[src/rtl/top.sv]
// Registered-operand ALU: operand/opcode registers with independent load enables,
// a combinational ALU, and registered result/zero/carry outputs (one-edge latency).
module top #(
    parameter int NB_DATA = 8,
    parameter int NB_OP   = 6
) (
    input  logic               i_clk,
    input  logic               i_rst,
    input  logic               i_en_A,
    input  logic               i_en_B,
    input  logic               i_en_OP,
    input  logic [NB_DATA-1:0] i_data_a,
    input  logic [NB_DATA-1:0] i_data_b,
    input  logic [NB_OP-1:0]   i_op,
    output logic [NB_DATA-1:0] o_result,
    output logic               o_zero,
    output logic               o_overflow
);

    localparam logic [NB_OP-1:0] OP_ADD = NB_OP'(6'b100000);
    localparam logic [NB_OP-1:0] OP_SUB = NB_OP'(6'b100010);
    localparam logic [NB_OP-1:0] OP_AND = NB_OP'(6'b100100);
    localparam logic [NB_OP-1:0] OP_OR  = NB_OP'(6'b100101);
    localparam logic [NB_OP-1:0] OP_XOR = NB_OP'(6'b100110);
    localparam logic [NB_OP-1:0] OP_NOR = NB_OP'(6'b100111);
    localparam logic [NB_OP-1:0] OP_SRA = NB_OP'(6'b000011);
    localparam logic [NB_OP-1:0] OP_SRL = NB_OP'(6'b000010);

    logic [NB_DATA-1:0] reg_A;
    logic [NB_DATA-1:0] reg_B;
    logic [NB_OP-1:0]   reg_OP;

    logic [NB_DATA:0]   wide;
    logic [NB_DATA-1:0] res;
    logic               ovf;

    always_ff @(posedge i_clk or posedge i_rst) begin
        if (i_rst) begin
            reg_A  <= '0;
            reg_B  <= '0;
            reg_OP <= '0;
        end else begin
            if (i_en_A)  reg_A  <= i_data_a;
            if (i_en_B)  reg_B  <= i_data_b;
            if (i_en_OP) reg_OP <= i_op;
        end
    end

    // Add/sub run one bit wider so the top bit is the carry (add) or borrow (sub).
    always_comb begin
        wide = '0;
        res  = '0;
        ovf  = 1'b0;
        case (reg_OP)
            OP_ADD: begin
                wide = {1'b0, reg_A} + {1'b0, reg_B};
                res  = wide[NB_DATA-1:0];
                ovf  = wide[NB_DATA];
            end
            OP_SUB: begin
                wide = {1'b0, reg_A} - {1'b0, reg_B};
                res  = wide[NB_DATA-1:0];
                ovf  = wide[NB_DATA];
            end
            OP_AND: res = reg_A & reg_B;
            OP_OR:  res = reg_A | reg_B;
            OP_XOR: res = reg_A ^ reg_B;
            OP_NOR: res = ~(reg_A | reg_B);
            OP_SRA: res = {reg_A[NB_DATA-1], reg_A[NB_DATA-1:1]};
            OP_SRL: res = {1'b0, reg_A[NB_DATA-1:1]};
            default: begin
                res = '0;
                ovf = 1'b0;
            end
        endcase
    end

    always_ff @(posedge i_clk or posedge i_rst) begin
        if (i_rst) begin
            o_result   <= '0;
            o_zero     <= 1'b1;
            o_overflow <= 1'b0;
        end else begin
            o_result   <= res;
            o_zero     <= (res == '0);
            o_overflow <= ovf;
        end
    end

endmodule

[config.mk]
export PLATFORM = sky130hd
export DESIGN_NAME = top
export DESIGN_NICKNAME = d
export VERILOG_FILES = /design/src/rtl/top.sv
export SDC_FILE = /design/constraint.sdc
export NUM_CORES = 1
export LEC_CHECK = 0
export CAP_MARGIN = 20
export CORE_MARGIN = 2
export CORE_UTILIZATION = 58
export DETAILED_ROUTE_END_ITERATION = 10
export PLACE_DENSITY = 0.93
export SYNTH_ARGS = -nofsm -noshare
export SYNTH_HDL_FRONTEND = slang
export SYNTH_SLANG_ARGS = --single-unit
[constraint.sdc]
create_clock -name i_clk -period 6.5 [get_ports i_clk]
set_input_delay 1.95 -clock i_clk [delete_from_list [all_inputs] [get_ports i_clk]]
set_output_delay 1.95 -clock i_clk [all_outputs]
set_load 0.005 [all_outputs]
==> results by group, run 1 <==
STA
  – Setup clock skew after layout: 0.00903 ns
  – Final hold violation count: 0
  – Setup TNS: 0 ns
  – Post-layout min period: 3.23 ns
  – Final Cycle Share: 0.496
  – Final setup fails: 0
  – Final Max Tran Viols: 0
  – Unrepaired setup endpoints after global routing: false
  – Worst slew pin tran: 0.765 ns
  – Max Fclk: 310 MHz
  – Worst slew margin relative to its limit: 0.483

Worst setup path
  – Top Family by Delay on Critical Path: flip-flops
  – Critical path data required time: 4.55 ns
  – Arrival @ worst endpoint: 1.28 ns
  – Worst setup path class: flop to primary output
  – Start of the worst register-to-register path: reg_B[0]$_DFFE_PP0P_
  – Number of cell instances on the worst register-to-register path: 8
  – CP endpoint kind: primary output
  – List of cells traversed by the critical path: clkdlybuf4s50_1
  – Buf+Inv Stages, Crit Path: 1
  – Critical path fanouts, max: 1
  – Cell with the largest stage delay on the worst path: sky130_fd_sc_hd__dfstp_2
  – Worst reg-to-reg setup slack: 3.46 ns
  – Capture instance of the worst register-to-register path: o_zero$_DFF_PP1_
  – Max stage delay on crit path: 0.51 ns
  – CP Launch Type: flop

Clock tree
  – CTS Sinks: 32
  – Clock latency of the later-clocked register in the worst-skew pair: 0.29 ns
  – TritonCTS clock tree: built
  – Post-cts repair resize count: 0
  – Cell at the root of the clock tree: sky130_fd_sc_hd__clkbuf_8
  – CTS Buf Count: 5
  – Clock transition at path regs: 0.06 ns
  – CTS Buffer Depth: 2
  – Post-CTS repair timing setup buffer count: 0
  – Level count of the clock H-tree: 2
  – Quantity of hold-fixing buffers added after cts: 0

Global route
  – Largest net degree at the start of global routing: 33
  – First-pass GRT wire length: 8.33 mm
  – Overall global routing resource usage: 0.247
  – Residual overflow from global routing: 0
  – Number of global-route vias before repair: 1811
  – Antenna violations before repair: 0

Routing
  – Post-route antenna net violation count: 0
  – Iteration count of the initial detailed-routing pass: 4
  – Number of vias per cell: 5.94
  – Via count: 1955
  – Routed wire length: 4.99 mm
  – Number of DRC markers in iteration 0: 132
  – Wire length per cell after detailed routing: 15.2 um
  – Remaining DRCs: 0

Final layout
  – Top library cells by usage in the layout, fill and taps aside: sky130_fd_sc_hd__clkdlybuf4s50_1, sky130_fd_sc_hd__dfrtp_1, sky130_fd_sc_hd__nand2_1, sky130_fd_sc_hd__ha_1, sky130_fd_sc_hd__o21ai_0
  – Number of inserted filler cells in the final layout: 301
  – Number of diodes added for antenna fixing: 0
  – Most common cell after layout, fill and taps aside: sky130_fd_sc_hd__clkdlybuf4s50_1
  – Layout Nets: 331
  – Signed area change from the synthesized netlist to the final layout: 20.9%
  – Share of layout cells above drive strength 1: 0.0932

Pwr
  – Maximum ir drop on the vdd rail: 0.149 mV
  – Post-layout power: 0.652 mW
  – Leakage: 1.24 nW
  – Power density of the placed cells: 232 nW/um2

Min path
  – Path category of the worst min-delay check: flop to flop
  – Min-Delay Startpoint: reg_B[3]$_DFFE_PP0P_
  – Hold-critical path depth: 2
  – Sink of the worst hold path: reg_B[3]$_DFFE_PP0P_

Logic synthesis
  – Synth async-reset ratio: 1.00
  – Post-synthesis cell type count: 56
  – Number of enable-type register cells in the synthesized netlist: 0
  – Synth Instances: 246
  – Synth Net Count: 299
  – #FFs+latches synth: 32
  – Syn avg cell area: 9.46 um2
  – Yosys synthesis warning count: 0
  – Mapped Area: 2330 um2
  – Portion of the post-synthesis area used by sequential elements: 0.345
  – Ys flop type: sky130_fd_sc_hd__dfrtp_1

Die
  – IO Pins: 37
  – Placement row count: 23
  – Core ar.: 3940 um2
  – Vertical die dimension: 67.3 um
  – Die W: 67.3 um
  – Starting density of the core: 0.590
  – Full die area: 4540 um2

Outcome
  – Status: completed

Placed design
  – Detailed placer's ending HPWL: 3.95 mm
  – PortBufs: 36
  – Final RePlAce weighted congestion: 0.925

Job
  – Total of max-cap violations: 0
cells by family after synthesis:
kind of cell / after synthesis / share of synthesized area
AND/OR/NAND/NOR: 68 / 0.156
multiplexers: 9 / 0.0425
XOR/XNOR: 7 / 0.0263
buffers and inverters: 33 / 0.0656
flip-flops: 32 / 0.345
AO/OA/AOI/OAI: 71 / 0.218
adder cells (fa/ha/maj): 26 / 0.146
sequential cells by signal, summed over array words and instances (netlist names):
register and cells:
reg_B 8, o_overflow 1, o_zero 1, reg_A 8, reg_OP 6, o_result 8
cells in the mapped netlist (3+ instances only):
library cell	n	area share
sky130_fd_sc_hd__o21ai_0	22	0.047
sky130_fd_sc_hd__a21oi_1	6	0.013
sky130_fd_sc_hd__clkbuf_1	7	0.011
sky130_fd_sc_hd__a221o_1	4	0.017
sky130_fd_sc_hd__nor3_1	5	0.011
sky130_fd_sc_hd__nand2_1	24	0.039
sky130_fd_sc_hd__nor2_1	14	0.023
sky130_fd_sc_hd__xnor2_1	7	0.026
sky130_fd_sc_hd__nand3_1	3	0.0064
sky130_fd_sc_hd__a211o_1	3	0.011
sky130_fd_sc_hd__a21o_1	3	0.0097
sky130_fd_sc_hd__dfrtp_1	31	0.33
sky130_fd_sc_hd__buf_2	3	0.0064
sky130_fd_sc_hd__ha_1	24	0.13
sky130_fd_sc_hd__inv_1	20	0.032
sky130_fd_sc_hd__nor2b_1	4	0.011
sky130_fd_sc_hd__mux2_2	7	0.034
sky130_fd_sc_hd__a211oi_1	5	0.016
final cells by class:
cell class | count | area, um2 | share of cell area
inverter | 20 | 75.1 | 0.0267
timing repair buffer | 38 | 375 | 0.133
sequential | 32 | 802 | 0.285
clock inverter | 1 | 30.0 | 0.0107
clock buffer | 7 | 96.3 | 0.0342
multi-input combinational | 181 | 1370 | 0.488
tap | 50 | 62.6 | 0.0222
per-stage QoR:
step / hold WS [ns] / std cells / cell area, um2 / setup WS, ns / utilization
finish: 0.582 / 329 / 2810 / 3.27 / 0.714
global route: 0.641 / 329 / 2810 / 3.25 / 0.714
CTS: 0.595 / 329 / 2810 / 3.26 / 0.714
detailed placement: 0.582 / 321 / 2690 / 3.45 / 0.682
global placement: 0.550 / 321 / 2690 / 3.47 / 0.682
floorplan: 0.533 / 246 / 2330 / 3.73 / -
routing by layer:
layer  GRT usage  share of wire  up-vias
met5           0              0        -
met4       0.102          0.014        0
met3      0.0617          0.070        8
met2       0.394           0.48       82
met1       0.319           0.44      911
li1            -              -      954
worst max path at each step:
stage | start | endpoint | slack [ns] | cells after the start
after floorplan | reg_B[0]$_DFFE_PP0P_ | o_zero$_DFF_PP1_ | 3.73 | 8
final | o_zero$_DFF_PP1_ | o_zero | 3.27 | 1
after global routing | o_zero$_DFF_PP1_ | o_zero | 3.25 | 1
after global placement | i_en_OP | reg_OP[5]$_DFFE_PP0P_ | 3.47 | 2
after detailed placement | i_en_A | reg_A[6]$_DFFE_PP0P_ | 3.45 | 2
after CTS | o_zero$_DFF_PP1_ | o_zero | 3.26 | 1
where the power goes:
part	total (mW)	internal, mW	leakage, nW	switching, mW
sequential	0.246	0.222	0.395	0.0233
combinational	0.198	0.101	0.784	0.0968
clock	0.209	0.135	0.0645	0.0734
No activity file was read; power rests on OpenSTA's default activity.
==> inputs of run 2 (changes only) <==
CORE_UTILIZATION = 49   (was 58)
PLACE_DENSITY = 0.85   (was 0.93)
clock period = 2.9 ns   (was 6.5 ns; I/O delays follow)
==> run 2 against run 1 <==
Compared with the run above:
- global-route usage down 1.6 points
- routed wire length up 15%
- die area up 17%
- critical path type is now flop to flop
- critical endpoint is now o_zero$_DFF_PP1_
- largest cell class unchanged
- largest power group unchanged
==> results by group, run 2 (synthesis gave the netlist of run 1 again) <==
Worst setup path
  – Worst setup path class: flop to flop
  – Number of cell instances on the worst register-to-register path: 8 (unchanged)
  – CP Launch Type: flop
  – Capture instance of the worst register-to-register path: o_zero$_DFF_PP1_
  – Critical path fanouts, max: 3 (+2)
  – Worst reg-to-reg setup slack: 0.05 ns (-3.41 ns)
  – Start of the worst register-to-register path: reg_B[0]$_DFFE_PP0P_
  – CP endpoint kind: flop
  – Crit path launch: reg_B[0]$_DFFE_PP0P_
  – Critical path data required time: 3.10 ns (-1.45 ns)
  – Arrival @ worst endpoint: 3.05 ns (+1.77 ns)
  – Timing endpoint of the critical path: o_zero$_DFF_PP1_

Final layout
  – Number of inserted filler cells in the final layout: 388 (+29%)
  – Top library cells by usage in the layout, fill and taps aside: sky130_fd_sc_hd__clkdlybuf4s50_1, sky130_fd_sc_hd__dfrtp_1, sky130_fd_sc_hd__nand2_1, sky130_fd_sc_hd__o21ai_0, sky130_fd_sc_hd__ha_1
  – Biggest registers after layout: o_result x8, reg_A x8, reg_B x8
  – Most common cell after layout, fill and taps aside: sky130_fd_sc_hd__clkdlybuf4s50_1
  – Signed area change from the synthesized netlist to the final layout: 22.7%
  – Layout Nets: 337 (+1.8%)
  – Number of diodes added for antenna fixing: 0 (unchanged)
  – Share of layout cells above drive strength 1: 0.144 (+0.0512)

STA
  – Final setup fails: 0 (unchanged)
  – Worst slack on hold paths: 0.593 ns (+0.0102 ns)
  – Worst slew pin tran: 0.771 ns (+0.00642 ns)
  – Post-layout min period: 2.85 ns
  – Final hold violation count: 0 (unchanged)
  – Max Fclk: 351 MHz
  – Setup clock skew after layout: 0.00759 ns (-0.00144 ns)
  – Final Cycle Share: 0.982
  – Final Max Tran Viols: 0 (unchanged)
  – Worst slew margin relative to its limit: 0.479 (-0.00434)

Pwr
  – Post-layout power: 1.37 mW (+110%)
  – Maximum ir drop on the vdd rail: 0.210 mV (+41%)
  – Power density of the placed cells: 479 nW/um2 (+110%)
  – Leakage: 1.25 nW (+0.25%)

Clock tree
  – CTS Buffer Depth: 2 (unchanged)
  – Level count of the clock H-tree: 2 (unchanged)
  – Cell at the root of the clock tree: sky130_fd_sc_hd__clkbuf_8
  – CTS Buf Count: 5 (unchanged)
  – Clock transition at path regs: 0.07 ns (about the same)
  – Quantity of hold-fixing buffers added after cts: 0 (unchanged)
  – CTS Sinks: 32 (unchanged)
  – Clock latency of the later-clocked register in the worst-skew pair: 0.29 ns (about the same)
  – TritonCTS clock tree: built

Routing
  – Post-route antenna net violation count: 0 (unchanged)
  – Remaining DRCs: 0 (unchanged)
  – Number of vias per cell: 6.11 (+2.8%)
  – Routed wire length: 5.73 mm (+15%)
  – Number of DRC markers in iteration 0: 213 (+61%)
  – Iteration count of the initial detailed-routing pass: 4 (unchanged)
  – Wire length per cell after detailed routing: 17.0 um (+12%)
  – Via count: 2065 (+5.6%)

Placed design
  – Detailed placer's ending HPWL: 4.14 mm (+4.7%)
  – PortBufs: 36 (unchanged)
  – Final RePlAce weighted congestion: 0.994 (+7.4%)

Die
  – Placement row count: 25 (+8.7%)
  – Full die area: 5320 um2 (+17%)
  – Starting density of the core: 0.499 (-0.0910)
  – Vertical die dimension: 72.9 um (+8.3%)
  – Die W: 72.9 um (+8.3%)
  – Core ar.: 4660 um2 (+18%)
  – IO Pins: 37 (unchanged)

Global route
  – Residual overflow from global routing: 0 (unchanged)
  – Number of global-route vias before repair: 1964 (+8.4%)
  – Largest net degree at the start of global routing: 33 (unchanged)
  – First-pass GRT wire length: 9.34 mm (+12%)
  – Overall global routing resource usage: 0.230 (-0.0163)
  – Antenna violations before repair: 0 (unchanged)

Job
  – Total of max-cap violations: 0 (unchanged)

Min path
  – Path category of the worst min-delay check: flop to flop
  – Min-Delay Startpoint: reg_B[6]$_DFFE_PP0P_

Outcome
  – Status: completed
[run 2: per-stage QoR]
stage                     utilization  TNS [ns]  instance area [um2]  cells  setup slack, ns
after floorplan                     -         0                 2330    246            0.128
after global placement          0.583         0                 2720    328           0.0437
after detailed placement        0.583   -0.0640                 2720    328          -0.0640
after CTS                       0.602         0                 2810    336          0.00129
after global routing            0.613   -0.0649                 2860    338          -0.0649
final                           0.613         0                 2860    338           0.0508
[run 2: final cells by class]
| class | instances | area [um2] | share of cell area |
|---|---|---|---|
| clock buffers | 6 | 72.6 | 0.0254 |
| clock inverters | 1 | 5.00 | 0.00175 |
| inverters | 20 | 75.1 | 0.0263 |
| multi-input cells | 181 | 1410 | 0.494 |
| flip-flops and latches | 32 | 805 | 0.282 |
| well taps | 54 | 67.6 | 0.0237 |
| repair buffers | 44 | 420 | 0.147 |
[run 2: repair_timing]
item	in CTS	in global routing
pin swaps	1	9
setup buffers	1	2
setup endpoints to repair	1	1
resized for setup	2	10
endpoints found under the hold margin	0	0
[run 2: report_power, final]
part / internal (mW) / switching (mW) / total [mW]
logic: 0.251 / 0.249 / 0.500
clock network: 0.163 / 0.162 / 0.325
registers: 0.499 / 0.0442 / 0.544
total: 0.913 / 0.456 / 1.37
[run 2: worst min-delay path by stage]
stage          slack [ns]               endpoint  cells after the start
5_1_grt              0.64  reg_OP[5]$_DFFE_PP0P_                      1
3_5_place_dp         0.58   reg_B[2]$_DFFE_PP0P_                      2
6_report             0.59   reg_B[6]$_DFFE_PP0P_                      2
2_1_floorplan        0.53  o_result[2]$_DFF_PP0_                      2
4_1_cts              0.59   reg_B[2]$_DFFE_PP0P_                      2
3_3_place_gp         0.55   reg_B[3]$_DFFE_PP0P_                      2
[run 2: routing by layer]
layer,up-vias,routed length [um],global-route usage
met2,114,2680,0.367
met1,959,2300,0.293
met3,29,507,0.0539
met5,-,0,0
met4,0,251,0.115
li1,963,-,-
[run 2: worst max-delay path: stages, from the launching register on]
cell	delay, ns
sky130_fd_sc_hd__dfrtp_1	0.41
sky130_fd_sc_hd__ha_2	0.22
sky130_fd_sc_hd__fa_2	0.42
sky130_fd_sc_hd__a211oi_2	0.24
sky130_fd_sc_hd__nor2_1	0.09
sky130_fd_sc_hd__a221o_1	0.34
sky130_fd_sc_hd__a211o_1	0.28
sky130_fd_sc_hd__or4_4	0.50
sky130_fd_sc_hd__nor4_4	0.25
